[src/rtl/pipeline_ctrl_unit_pkg.sv]
// ---------------------------------------------------------------------------
// pipeline_ctrl_unit_pkg
// Shared types and constants for the pipeline control unit: sequencer state,
// pause vector bit positions, the MEM-stage control bundle and the packed
// ctrl / ctrl_pc output layouts.
// Ports: none (package).
// ---------------------------------------------------------------------------
package pipeline_ctrl_unit_pkg;

  typedef enum logic [1:0] {
    RUN   = 2'd0,
    FLUSH = 2'd1,
    IDLE  = 2'd2
  } ctrl_state_t;

  // Bit positions inside ctrl_t.pause, front of the pipe first.
  localparam int PAUSE_PC       = 0;
  localparam int PAUSE_IF       = 1;
  localparam int PAUSE_ID       = 2;
  localparam int PAUSE_DISPATCH = 3;
  localparam int PAUSE_EX       = 4;
  localparam int PAUSE_MEM      = 5;
  localparam int PAUSE_WB       = 6;

  localparam int NUM_EXCP_STAGES = 6;

  typedef logic [7:0] alu_op_t;
  typedef logic [6:0] exception_cause_t;

  // ALU op encoding used to recognise the IDLE instruction, and the cause
  // code reported when an interrupt is taken.
  localparam alu_op_t          ALU_IDLE  = 8'h5A;
  localparam exception_cause_t ECODE_INT = 7'h00;

  // While waiting in IDLE everything up to and including MEM is frozen;
  // WB is never held so in-flight writebacks drain.
  localparam logic [6:0] IDLE_PAUSE = 7'b0111111;

  typedef struct packed {
    logic [31:0]                                pc;
    alu_op_t                                    aluop;
    logic                                       is_ertn;
    logic                                       pause_mem;
    logic [NUM_EXCP_STAGES-1:0]                 is_exception;
    exception_cause_t [NUM_EXCP_STAGES-1:0]     exception_cause;
    logic [31:0]                                exception_addr;
  } mem_ctrl_t;

  typedef struct packed {
    logic [6:0] pause;
    logic       exception_flush;
  } ctrl_t;

  typedef struct packed {
    logic [31:0] exception_new_pc;
    logic        is_interrupt;
  } ctrl_pc_t;

  // Mask with bits 0..stage set: a stall at one stage must also hold every
  // stage in front of it.
  function automatic logic [6:0] pause_upto(input int stage);
    logic [6:0] mask;
    mask = '0;
    for (int i = 0; i < 7; i++) begin
      if (i <= stage) begin
        mask[i] = 1'b1;
      end
    end
    return mask;
  endfunction

endpackage

[src/rtl/pipeline_ctrl_unit_excp_prio_enc.sv]
// ---------------------------------------------------------------------------
// excp_prio_enc
// Six-way priority encoder over the per-stage exception flags carried into
// MEM. The highest set index belongs to the earliest pipeline stage and wins,
// since that exception happened first in program order for this instruction.
// Ports:
//   is_exception     in  6   per-stage exception flags
//   exception_cause  in  42  six packed 7-bit causes, entry i at [7*i +: 7]
//   valid            out 1   any exception flag set
//   cause            out 7   cause of the winning stage
// ---------------------------------------------------------------------------
module excp_prio_enc
  import pipeline_ctrl_unit_pkg::*;
(
  input  logic [5:0]  is_exception,
  input  logic [41:0] exception_cause,
  output logic        valid,
  output logic [6:0]  cause
);

  // Scan upward so a higher set index overwrites any lower one.
  always_comb begin
    valid = 1'b0;
    cause = '0;
    for (int i = 0; i < NUM_EXCP_STAGES; i++) begin
      if (is_exception[i]) begin
        valid = 1'b1;
        cause = exception_cause[7*i +: 7];
      end
    end
  end

endmodule

[src/rtl/pipeline_ctrl_unit.sv]
// ---------------------------------------------------------------------------
// pipeline_ctrl_unit
// Central pipeline sequencer: merges stall requests into the pause vector,
// commits interrupts / exceptions / ertn at the MEM stage, drives the PC
// redirect and sequences RUN -> FLUSH -> RUN and RUN -> IDLE -> FLUSH.
// Ports:
//   clk, rst           clock, synchronous active-high reset
//   pause_if_req       fetch stall (holds pc, if)
//   pause_req[3:0]     {id, dispatch, ex, mem} stall requests
//   mem_valid          MEM holds a real instruction
//   mem_ctrl           MEM-stage control bundle
//   csr_eentry         exception entry address
//   csr_era            ertn return address
//   csr_int_pending    enabled, unmasked interrupt pending
//   ctrl[7:0]          {pause[6:0], exception_flush}
//   ctrl_pc[32:0]      {exception_new_pc, is_interrupt}
//   redirect_valid     1-cycle pulse, PC loads exception_new_pc
//   excp_commit        1-cycle pulse to CSR for interrupt/exception entry
//   excp_cause/epc/badv  committed cause, ERA and bad address (held)
//   ertn_commit        1-cycle pulse to CSR for ertn
// ---------------------------------------------------------------------------
module pipeline_ctrl_unit
  import pipeline_ctrl_unit_pkg::*;
#(
  parameter int         FLUSH_CYCLES = 1,
  parameter logic [7:0] IDLE_ALUOP   = ALU_IDLE,
  parameter logic [6:0] INT_CAUSE    = ECODE_INT
) (
  input  logic        clk,
  input  logic        rst,
  input  logic        pause_if_req,
  input  logic [3:0]  pause_req,
  input  logic        mem_valid,
  input  mem_ctrl_t   mem_ctrl,
  input  logic [31:0] csr_eentry,
  input  logic [31:0] csr_era,
  input  logic        csr_int_pending,
  output logic [7:0]  ctrl,
  output logic [32:0] ctrl_pc,
  output logic        redirect_valid,
  output logic        excp_commit,
  output logic [6:0]  excp_cause,
  output logic [31:0] excp_epc,
  output logic [31:0] excp_badv,
  output logic        ertn_commit
);

  localparam int              CNT_W    = $clog2(FLUSH_CYCLES + 1);
  localparam logic [CNT_W-1:0] CNT_LOAD = CNT_W'(FLUSH_CYCLES - 1);

  ctrl_state_t      state;
  ctrl_state_t      next_state;
  logic [CNT_W-1:0] flush_cnt;
  logic [31:0]      idle_epc;

  logic             enc_valid;
  logic [6:0]       enc_cause;

  logic             commit_point;
  logic             take_int;
  logic             take_exc;
  logic             take_ertn;
  logic             take_idle;
  logic             take_redirect;

  logic [6:0]       run_pause;
  ctrl_t            ctrl_s;
  ctrl_pc_t         ctrl_pc_q;

  excp_prio_enc u_excp_prio_enc (
    .is_exception    (mem_ctrl.is_exception),
    .exception_cause (mem_ctrl.exception_cause),
    .valid           (enc_valid),
    .cause           (enc_cause)
  );

  // Commit decisions. Only one of the take_* signals can be high in a cycle;
  // an interrupt wakes IDLE even though MEM holds nothing committable there.
  always_comb begin
    commit_point  = (state == RUN) && mem_valid && !mem_ctrl.pause_mem;
    take_int      = csr_int_pending && (commit_point || (state == IDLE));
    take_exc      = commit_point && !csr_int_pending && enc_valid;
    take_ertn     = commit_point && !csr_int_pending && !enc_valid &&
                    mem_ctrl.is_ertn;
    take_idle     = commit_point && !csr_int_pending && !enc_valid &&
                    !mem_ctrl.is_ertn && (mem_ctrl.aluop == IDLE_ALUOP);
    take_redirect = take_int || take_exc || take_ertn;
  end

  // State register.
  always_ff @(posedge clk) begin
    if (rst) begin
      state <= RUN;
    end else begin
      state <= next_state;
    end
  end

  // Next-state logic. FLUSH ignores every commit source until the counter
  // runs out, so nothing can commit in the final flush cycle.
  always_comb begin
    next_state = state;
    case (state)
      RUN: begin
        if (take_redirect) begin
          next_state = FLUSH;
        end else if (take_idle) begin
          next_state = IDLE;
        end
      end
      FLUSH: begin
        if (flush_cnt == '0) begin
          next_state = RUN;
        end
      end
      IDLE: begin
        if (take_int) begin
          next_state = FLUSH;
        end
      end
      default: next_state = RUN;
    endcase
  end

  // Stall merge while running: each request holds its own stage and all
  // stages ahead of it. MEM can stall either via pause_req or the bundle.
  always_comb begin
    run_pause = '0;
    if (pause_if_req) begin
      run_pause = run_pause | pause_upto(PAUSE_IF);
    end
    if (pause_req[3]) begin
      run_pause = run_pause | pause_upto(PAUSE_ID);
    end
    if (pause_req[2]) begin
      run_pause = run_pause | pause_upto(PAUSE_DISPATCH);
    end
    if (pause_req[1]) begin
      run_pause = run_pause | pause_upto(PAUSE_EX);
    end
    if (pause_req[0] || mem_ctrl.pause_mem) begin
      run_pause = run_pause | pause_upto(PAUSE_MEM);
    end
  end

  // Output logic for the pause/flush vector, decoded from the current state.
  always_comb begin
    ctrl_s = '0;
    case (state)
      RUN:     ctrl_s.pause = run_pause;
      FLUSH:   ctrl_s.exception_flush = 1'b1;
      IDLE:    ctrl_s.pause = IDLE_PAUSE;
      default: ctrl_s = '0;
    endcase
  end

  assign ctrl    = ctrl_s;
  assign ctrl_pc = ctrl_pc_q;

  // Flush window counter, loaded so that FLUSH lasts FLUSH_CYCLES cycles.
  always_ff @(posedge clk) begin
    if (rst) begin
      flush_cnt <= '0;
    end else if (take_redirect) begin
      flush_cnt <= CNT_LOAD;
    end else if ((state == FLUSH) && (flush_cnt != '0)) begin
      flush_cnt <= flush_cnt - CNT_W'(1);
    end
  end

  // The interrupt that wakes IDLE must return past the IDLE instruction,
  // so its successor's address is captured on entry.
  always_ff @(posedge clk) begin
    if (rst) begin
      idle_epc <= '0;
    end else if (take_idle) begin
      idle_epc <= mem_ctrl.pc + 32'd4;
    end
  end

  // Commit registers. Pulses last exactly the first FLUSH cycle; the redirect
  // target stays visible for the whole window and is cleared once FLUSH ends.
  // Cause/epc/badv keep their last committed value between commits.
  always_ff @(posedge clk) begin
    if (rst) begin
      redirect_valid <= 1'b0;
      excp_commit    <= 1'b0;
      ertn_commit    <= 1'b0;
      excp_cause     <= '0;
      excp_epc       <= '0;
      excp_badv      <= '0;
      ctrl_pc_q      <= '0;
    end else begin
      redirect_valid <= take_redirect;
      excp_commit    <= take_int || take_exc;
      ertn_commit    <= take_ertn;
      if (take_int) begin
        excp_cause                 <= INT_CAUSE;
        excp_epc                   <= (state == IDLE) ? idle_epc : mem_ctrl.pc;
        ctrl_pc_q.exception_new_pc <= csr_eentry;
        ctrl_pc_q.is_interrupt     <= 1'b1;
      end else if (take_exc) begin
        excp_cause                 <= enc_cause;
        excp_epc                   <= mem_ctrl.pc;
        excp_badv                  <= mem_ctrl.exception_addr;
        ctrl_pc_q.exception_new_pc <= csr_eentry;
        ctrl_pc_q.is_interrupt     <= 1'b0;
      end else if (take_ertn) begin
        ctrl_pc_q.exception_new_pc <= csr_era;
        ctrl_pc_q.is_interrupt     <= 1'b0;
      end else if (next_state != FLUSH) begin
        ctrl_pc_q <= '0;
      end
    end
  end

endmodule
[config.mk]
export PLATFORM = sky130hd
export DESIGN_NAME = pipeline_ctrl_unit
export DESIGN_NICKNAME = d
export VERILOG_FILES = /design/src/rtl/pipeline_ctrl_unit_pkg.sv /design/src/rtl/pipeline_ctrl_unit_excp_prio_enc.sv /design/src/rtl/pipeline_ctrl_unit.sv
export SDC_FILE = /design/constraint.sdc
export NUM_CORES = 1
export LEC_CHECK = 0
export CAP_MARGIN = 25
export CELL_PAD_IN_SITES_DETAIL_PLACEMENT = 0
export CELL_PAD_IN_SITES_GLOBAL_PLACEMENT = 1
export CORE_MARGIN = 1
export CORE_UTILIZATION = 31
export DETAILED_ROUTE_END_ITERATION = 8
export PLACE_DENSITY = 0.95
export SLEW_MARGIN = 20
export SYNTH_ARGS = -nofsm -noshare
export SYNTH_HDL_FRONTEND = slang
export SYNTH_SLANG_ARGS = --single-unit
[constraint.sdc]
create_clock -name clk -period 5.69 [get_ports clk]
set_input_delay 1.4225 -clock clk [delete_from_list [all_inputs] [get_ports clk]]
set_output_delay 1.4225 -clock clk [all_outputs]
set_load 0.01 [all_outputs]
==> results.toml, run 1 <==
[pwr]
irDropWorstVdd_uv = 178
power_w = 0.00257
powerDensity_mw_per_mm2 = 249
p_leak_nw = 3.63

[placement]
io_buffer_count = 308
pre_cts_ws_ns = 0.845
place_hpwl_um = 16000
place_congestion = 0.875

[clocking]
cts_made_buffers = 17
post_cts.repair.setup_buffers = 0
cts-root-buf = "clkbuf_16"
post_cts_resized = 0
cts_tree = "built"
clk_latency_ns = 0.43
cts.clk_slew.worst_paths_ns = 0.07
clock_sinks = 142
cts_max_path_buffers = 2
cts_hold_buf = 0
cts_max_level = 4

[floorplanning]
io_pins = 310
fp.dieArea_mm2 = 0.0220
rows = 53
fp.coreArea_mm2 = 0.0210
die_h_um = 148
die_w_um = 148
start_util = 0.316

[routing]
wire_per_inst_um = 16.6
drcViolationCount = 0
vias = 6961
drtIter0Drc = 498
drtPass1Iterations = 8
totalWireLength_um = 22500
ant_nets = 0
viasPerCell = 5.13

[timing]
worstMarginPinSlew_ns = 0.695
fin_ws_ns = 0.845
post-route-period-util = 0.851
setup_tns_ns = 0
maxSlewViolCount = 0
setup_viol = 0
hold_violations = 0
rsz0062_at_grt = "false"
fmax_mhz = 206
max-slew-margin-rel = 0.537
final.min_clock_period_ns = 4.84
finalClockSkew_ns = 0.0134

[worst_setup_path]
critPathLaunchType = "input port"
critPathRequiredTime_ns = 4.27
critPathBufInv = 2
critPathMaxFanout = 3
crit_chain = "clkdlybuf4s50_1 -> or4_1 -> nor3_1 -> a21oi_1 -> clkdlybuf4s50_1"
worstSetupPathType = "input port to output port"
crit_path_end_kind = "output port"
max_stage_delay_ns = 0.67
r2r-end = "excp_epc[18]"
worst-r2r-cell-count = 7
path_common_cell = "clkdlybuf4s50_1"
r2r_slack_ns = 2.77
cpLargestDelayFamily = "buffers and inverters"
crit_start = "pause_req[1]"
r2r-start = "state[1]"
cp_data_arrival_time_ns = 3.42
slowest_stage = "or4_1"

[job]
max_cap_viol_count = 0

[cells_and_area]
register_area_mm2 = 0.00284
fillers = 2027
final_common_cell = "clkdlybuf4s50_1"
multi_input_area_mm2 = 0.00330
syn2layout_area_growth_pct = 55.9
final_util = 0.493
drive_gt1_frac = 0.0628
antenna_cells = 0
final_cell_mix = "clkdlybuf4s50_1 (307), dfxtp_1 (142), nor2_1 (116)"
nets = 1266

[global_route]
gr-usage-met2 = 0.346
grt_pass1_wl_um = 34800
grt_use_total = 0.201
grt_util_met3 = 0.0494
grt_pass1_vias = 6603
gr-total-overflow = 0
use_met1 = 0.242
top_usage_layer = "met2"
grt_max_degree = 61
antenna_found_initial = 0

[hold_path]
whs_path_depth = 2
hold_end = "excp_badv[9]"
hold_start = "excp_badv[9]"
min_path_type = "flop to flop"

[synth]
ys_ff_latch = 142
synth_fp_nets = 1001
netlist.area_leader.share = 0.429
synth_top_area_cell = "dfxtp_1"
syn_avg_cell_area_um2 = 8.23
synthTopCellsByArea = "dfxtp_1 (43%), nor2_1 (6.6%), nand2_1 (6.5%)"
synth-async-reset-ratio = 0
synth_cells = 805
yosysWarnings = 0
synth_cell_type_count = 41
ys_seq_area_frac = 0.429
synth_edf_count = 0
netlist_area_mm2 = 0.00662
ys.flop_type = "dfxtp_1"

[run_status]
status = "finished, final reports clean"
flip-flops by register name (all words and copies together) (netlist names):
name and cells:
ctrl_pc 33, ertn_commit 1, excp_badv 32, excp_cause 7
excp_commit 1, excp_epc 32, flush_cnt 1, idle_epc 32
redirect_valid 1, state 2
through the flow:
step / hold WS [ns] / area [um^2] / cells
after floorplan: 0.460 / 6620 / 805
after global routing: 0.466 / 10300 / 1358
after CTS: 0.454 / 10300 / 1358
after detailed placement: 0.446 / 9750 / 1326
final: 0.452 / 10300 / 1358
after global placement: 0.440 / 9740 / 1325
synthesized netlist by cell type (2+ instances only):
cell	n
a211oi_1	19
a211oi_2	11
a21oi_1	57
a221o_1	7
a221oi_1	7
a222oi_1	32
a311oi_1	32
and2_1	4
and3_1	4
and4_1	3
buf_2	9
buf_4	7
buf_6	13
clkbuf_1	47
dfxtp_1	142
inv_1	19
mux2i_1	3
nand2_1	115
nand3_1	46
nand4_1	7
nand4_4	2
nor2_1	117
nor2b_1	4
nor3_1	45
nor3b_1	2
nor4_1	2
nor4_4	2
o21ai_0	8
xnor2_1	8
xor2_1	20
cells by family after synthesis:
family,synth area share
AND/OR/NAND/NOR,0.247
buffers and inverters,0.0742
flip-flops,0.429
XOR/XNOR,0.0370
adder cells (fa/ha/maj),0.00189
other,0.000566
AO/OA/AOI/OAI,0.205
multiplexers,0.00453
worst max-delay path by stage:
stage / endpoint / slack (ns) / depth (start not counted)
4_1_cts: ctrl[2] / 0.84 / 5
3_5_place_dp: ctrl[2] / 0.84 / 5
2_1_floorplan: ctrl[2] / 1.79 / 4
5_1_grt: ctrl[1] / 0.81 / 5
3_3_place_gp: ctrl[2] / 0.84 / 5
6_report: ctrl[2] / 0.85 / 5
layout make-up:
type	count	area share
Inverter	19	0.00691
Clock buffer	17	0.0412
Clock inverter	15	0.0143
Timing Repair Buffer	322	0.309
Multi-Input combinational cell	568	0.320
Tap cell	275	0.0333
Sequential cell	142	0.275
tightest hold or removal path, delay by kind of cell, from the launching register on:
kind,cells,cell delay (ns)
AOI/OAI and AO/OA,1,0.05
and+or+nand+nor,1,0.05
DFF,1,0.31
power by group:
part | total, W | leakage [nW] | internal, W | switching [W]
combinational | 0.000429 | 2.20 | 0.000241 | 0.000188
sequential | 0.00105 | 1.15 | 0.00103 | 0.0000215
clock | 0.00109 | 0.274 | 0.000615 | 0.000470
total | 0.00257 | 3.63 | 0.00189 | 0.000679
layer usage:
metal | routed length [um] | part of all wire
met5 | 0 | 0
met4 | 333 | 0.015
met3 | 1730 | 0.077
met2 | 11100 | 0.49
met1 | 9330 | 0.42
Note: power is estimated with default switching activity, not from simulation.
==> inputs of run 2 (changes only) <==
--- a/config.mk
+++ b/config.mk
@@ -6,12 +6,10 @@
 export NUM_CORES = 1
 export LEC_CHECK = 0
 export CAP_MARGIN = 25
-export CELL_PAD_IN_SITES_DETAIL_PLACEMENT = 0
-export CELL_PAD_IN_SITES_GLOBAL_PLACEMENT = 1
 export CORE_MARGIN = 1
-export CORE_UTILIZATION = 31
+export CORE_UTILIZATION = 38
 export DETAILED_ROUTE_END_ITERATION = 8
-export PLACE_DENSITY = 0.95
+export PLACE_DENSITY = 0.89
 export SLEW_MARGIN = 20
 export SYNTH_ARGS = -nofsm -noshare
 export SYNTH_HDL_FRONTEND = slang
==> constraint.sdc (replaced) <==
create_clock -name clk -period 4.4 [get_ports clk]
set_input_delay 1.1 -clock clk [delete_from_list [all_inputs] [get_ports clk]]
set_output_delay 1.1 -clock clk [all_outputs]
set_load 0.01 [all_outputs]
==> results.toml, run 2 (synthesis results as in run 1) <==
[pwr]
power_w = 0.00344
powerDensity_mw_per_mm2 = 332
power_frac_comb = 0.166
p_int_w = 0.00259
p_switching_w = 0.000850
p_sw_frac = 0.247
irDropWorstVdd_uv = 249
p_seq_frac = 0.396
clkPwrFrac = 0.439
p_leak_nw = 3.67

[cells_and_area]
register_area_mm2 = 0.00284
fin_cells = 1306
final_cell_mix = "clkdlybuf4s50_1 (307), dfxtp_1 (142), nor2_1 (116)"
largest_register_ffs = 33
drive_gt1_frac = 0.0663
multi_input_area_mm2 = 0.00330
fillers = 1430
nets = 1269
syn2layout_area_growth_pct = 56.5
antenna_cells = 0
final_common_cell = "clkdlybuf4s50_1"

[clocking]
post_cts.repair.setup_buffers = 0
cts_hold_buf = 0
cts-root-buf = "clkbuf_16"
cts.clk_slew.worst_paths_ns = 0.06
clock_sinks = 142
clk_latency_ns = 0.42
cts_max_path_buffers = 2
cts_tree = "built"
cts_made_buffers = 17
cts_max_level = 4
post_cts_resized = 0

[worst_setup_path]
path_common_cell = "clkdlybuf4s50_1"
critPathLaunchType = "input port"
critPathMaxFanout = 4
crit_chain = "clkdlybuf4s50_1 -> or4_1 -> nor3_1 -> buf_4 -> a21oi_1 -> clkdlybuf4s50_1"
worst-r2r-cell-count = 7
critPathRequiredTime_ns = 3.30
crit_path_end_kind = "output port"
path_depth = 6
worstSetupPathType = "input port to output port"
slowest_stage = "or4_1"
critPathBufInv = 3
max_stage_delay_ns = 0.57
cpLargestDelayFamily = "buffers and inverters"
cp_data_arrival_time_ns = 3.05

[routing]
vias = 7291
wire_per_inst_um = 17.8
ant_nets = 0
drtIter0Drc = 659
drcViolationCount = 13
viasPerCell = 5.58
drtPass1Iterations = 9
totalWireLength_um = 23200

[floorplanning]
fp.dieArea_mm2 = 0.0180
die_w_um = 134
rows = 47
start_util = 0.394
fp.coreArea_mm2 = 0.0168
die_h_um = 134
io_pins = 310

[timing]
rsz0062_at_grt = "false"
whs_ns = 0.452
maxSlewViolCount = 0
fmax_mhz = 241
final.min_clock_period_ns = 4.15
setup_viol = 0
post-route-period-util = 0.942
setup_tns_ns = 0
hold_violations = 0
max-slew-margin-rel = 0.441
finalClockSkew_ns = 0.00891
worstMarginPinSlew_ns = 0.839

[run_status]
violations = "design-rule violations"
status = "finished with violations"

[hold_path]
whs_path_depth = 2
min_path_type = "flop to flop"

[global_route]
gr-total-overflow = 0
antenna_found_initial = 0
grt_max_degree = 75
grt_pass1_vias = 7016
grt_use_total = 0.254
grt_pass1_wl_um = 36100

[placement]
dp_cells = 1274
place_congestion = 0.891
place_hpwl_um = 16300
io_buffer_count = 308

[job]
max_cap_viol_count = 0
[run 2: worst reg2reg max path, delay by kind of cell, from the launching register on]
kind	cells	cell delay [ns]
simple gates	3	0.85
buf+inv	2	0.61
flops	1	0.32
compound gates	2	0.73
[run 2: area by class of cell]
type | count | area share
sequential | 142 | 0.274
inverter | 19 | 0.00688
tap | 220 | 0.0266
clock inverter | 12 | 0.0155
timing repair buffer | 325 | 0.313
clock buffer | 20 | 0.0450
multi-input combinational | 568 | 0.319
[run 2: metrics by stage]
stage / utilization / instance area [um^2] / worst slack (ns)
after global routing: 0.616 / 10400 / 0.135
final: 0.616 / 10400 / 0.254
after detailed placement: 0.579 / 9740 / 0.279
after global placement: 0.579 / 9740 / 0.286
after CTS: 0.616 / 10400 / 0.279
after floorplan: - / 6620 / 1.15
[run 2: final timing paths]
check                                endpoint  slack (ns)           from
worst max register to register   excp_epc[15]        1.77       state[1]
worst min register to register  excp_badv[24]        0.45  excp_badv[24]
worst max-delay path                  ctrl[2]        0.25   mem_ctrl[80]
worst min-delay path            excp_badv[24]        0.45  excp_badv[24]
[run 2: layer usage]
| layer | GRT usage | wire, um | up-vias |
|---|---|---|---|
| met5 | 0 | 0 | - |
| li1 | - | - | 3424 |
| met1 | 0.297 | 9130 | 3446 |
| met4 | 0.102 | 655 | 0 |
| met3 | 0.0624 | 2060 | 45 |
| met2 | 0.444 | 11300 | 376 |
[run 2: power groups by stage]
stage | clock network [W] | logic [W] | registers [W]
5_1_grt | 0.00159 | 0.000610 | 0.00137
6_report | 0.00151 | 0.000570 | 0.00136
3_3_place_gp | 0 | 0.000555 | 0.00139
2_1_floorplan | 0 | 0.000196 | 0.00141
4_1_cts | 0.00154 | 0.000567 | 0.00136
3_5_place_dp | 0 | 0.000564 | 0.00139
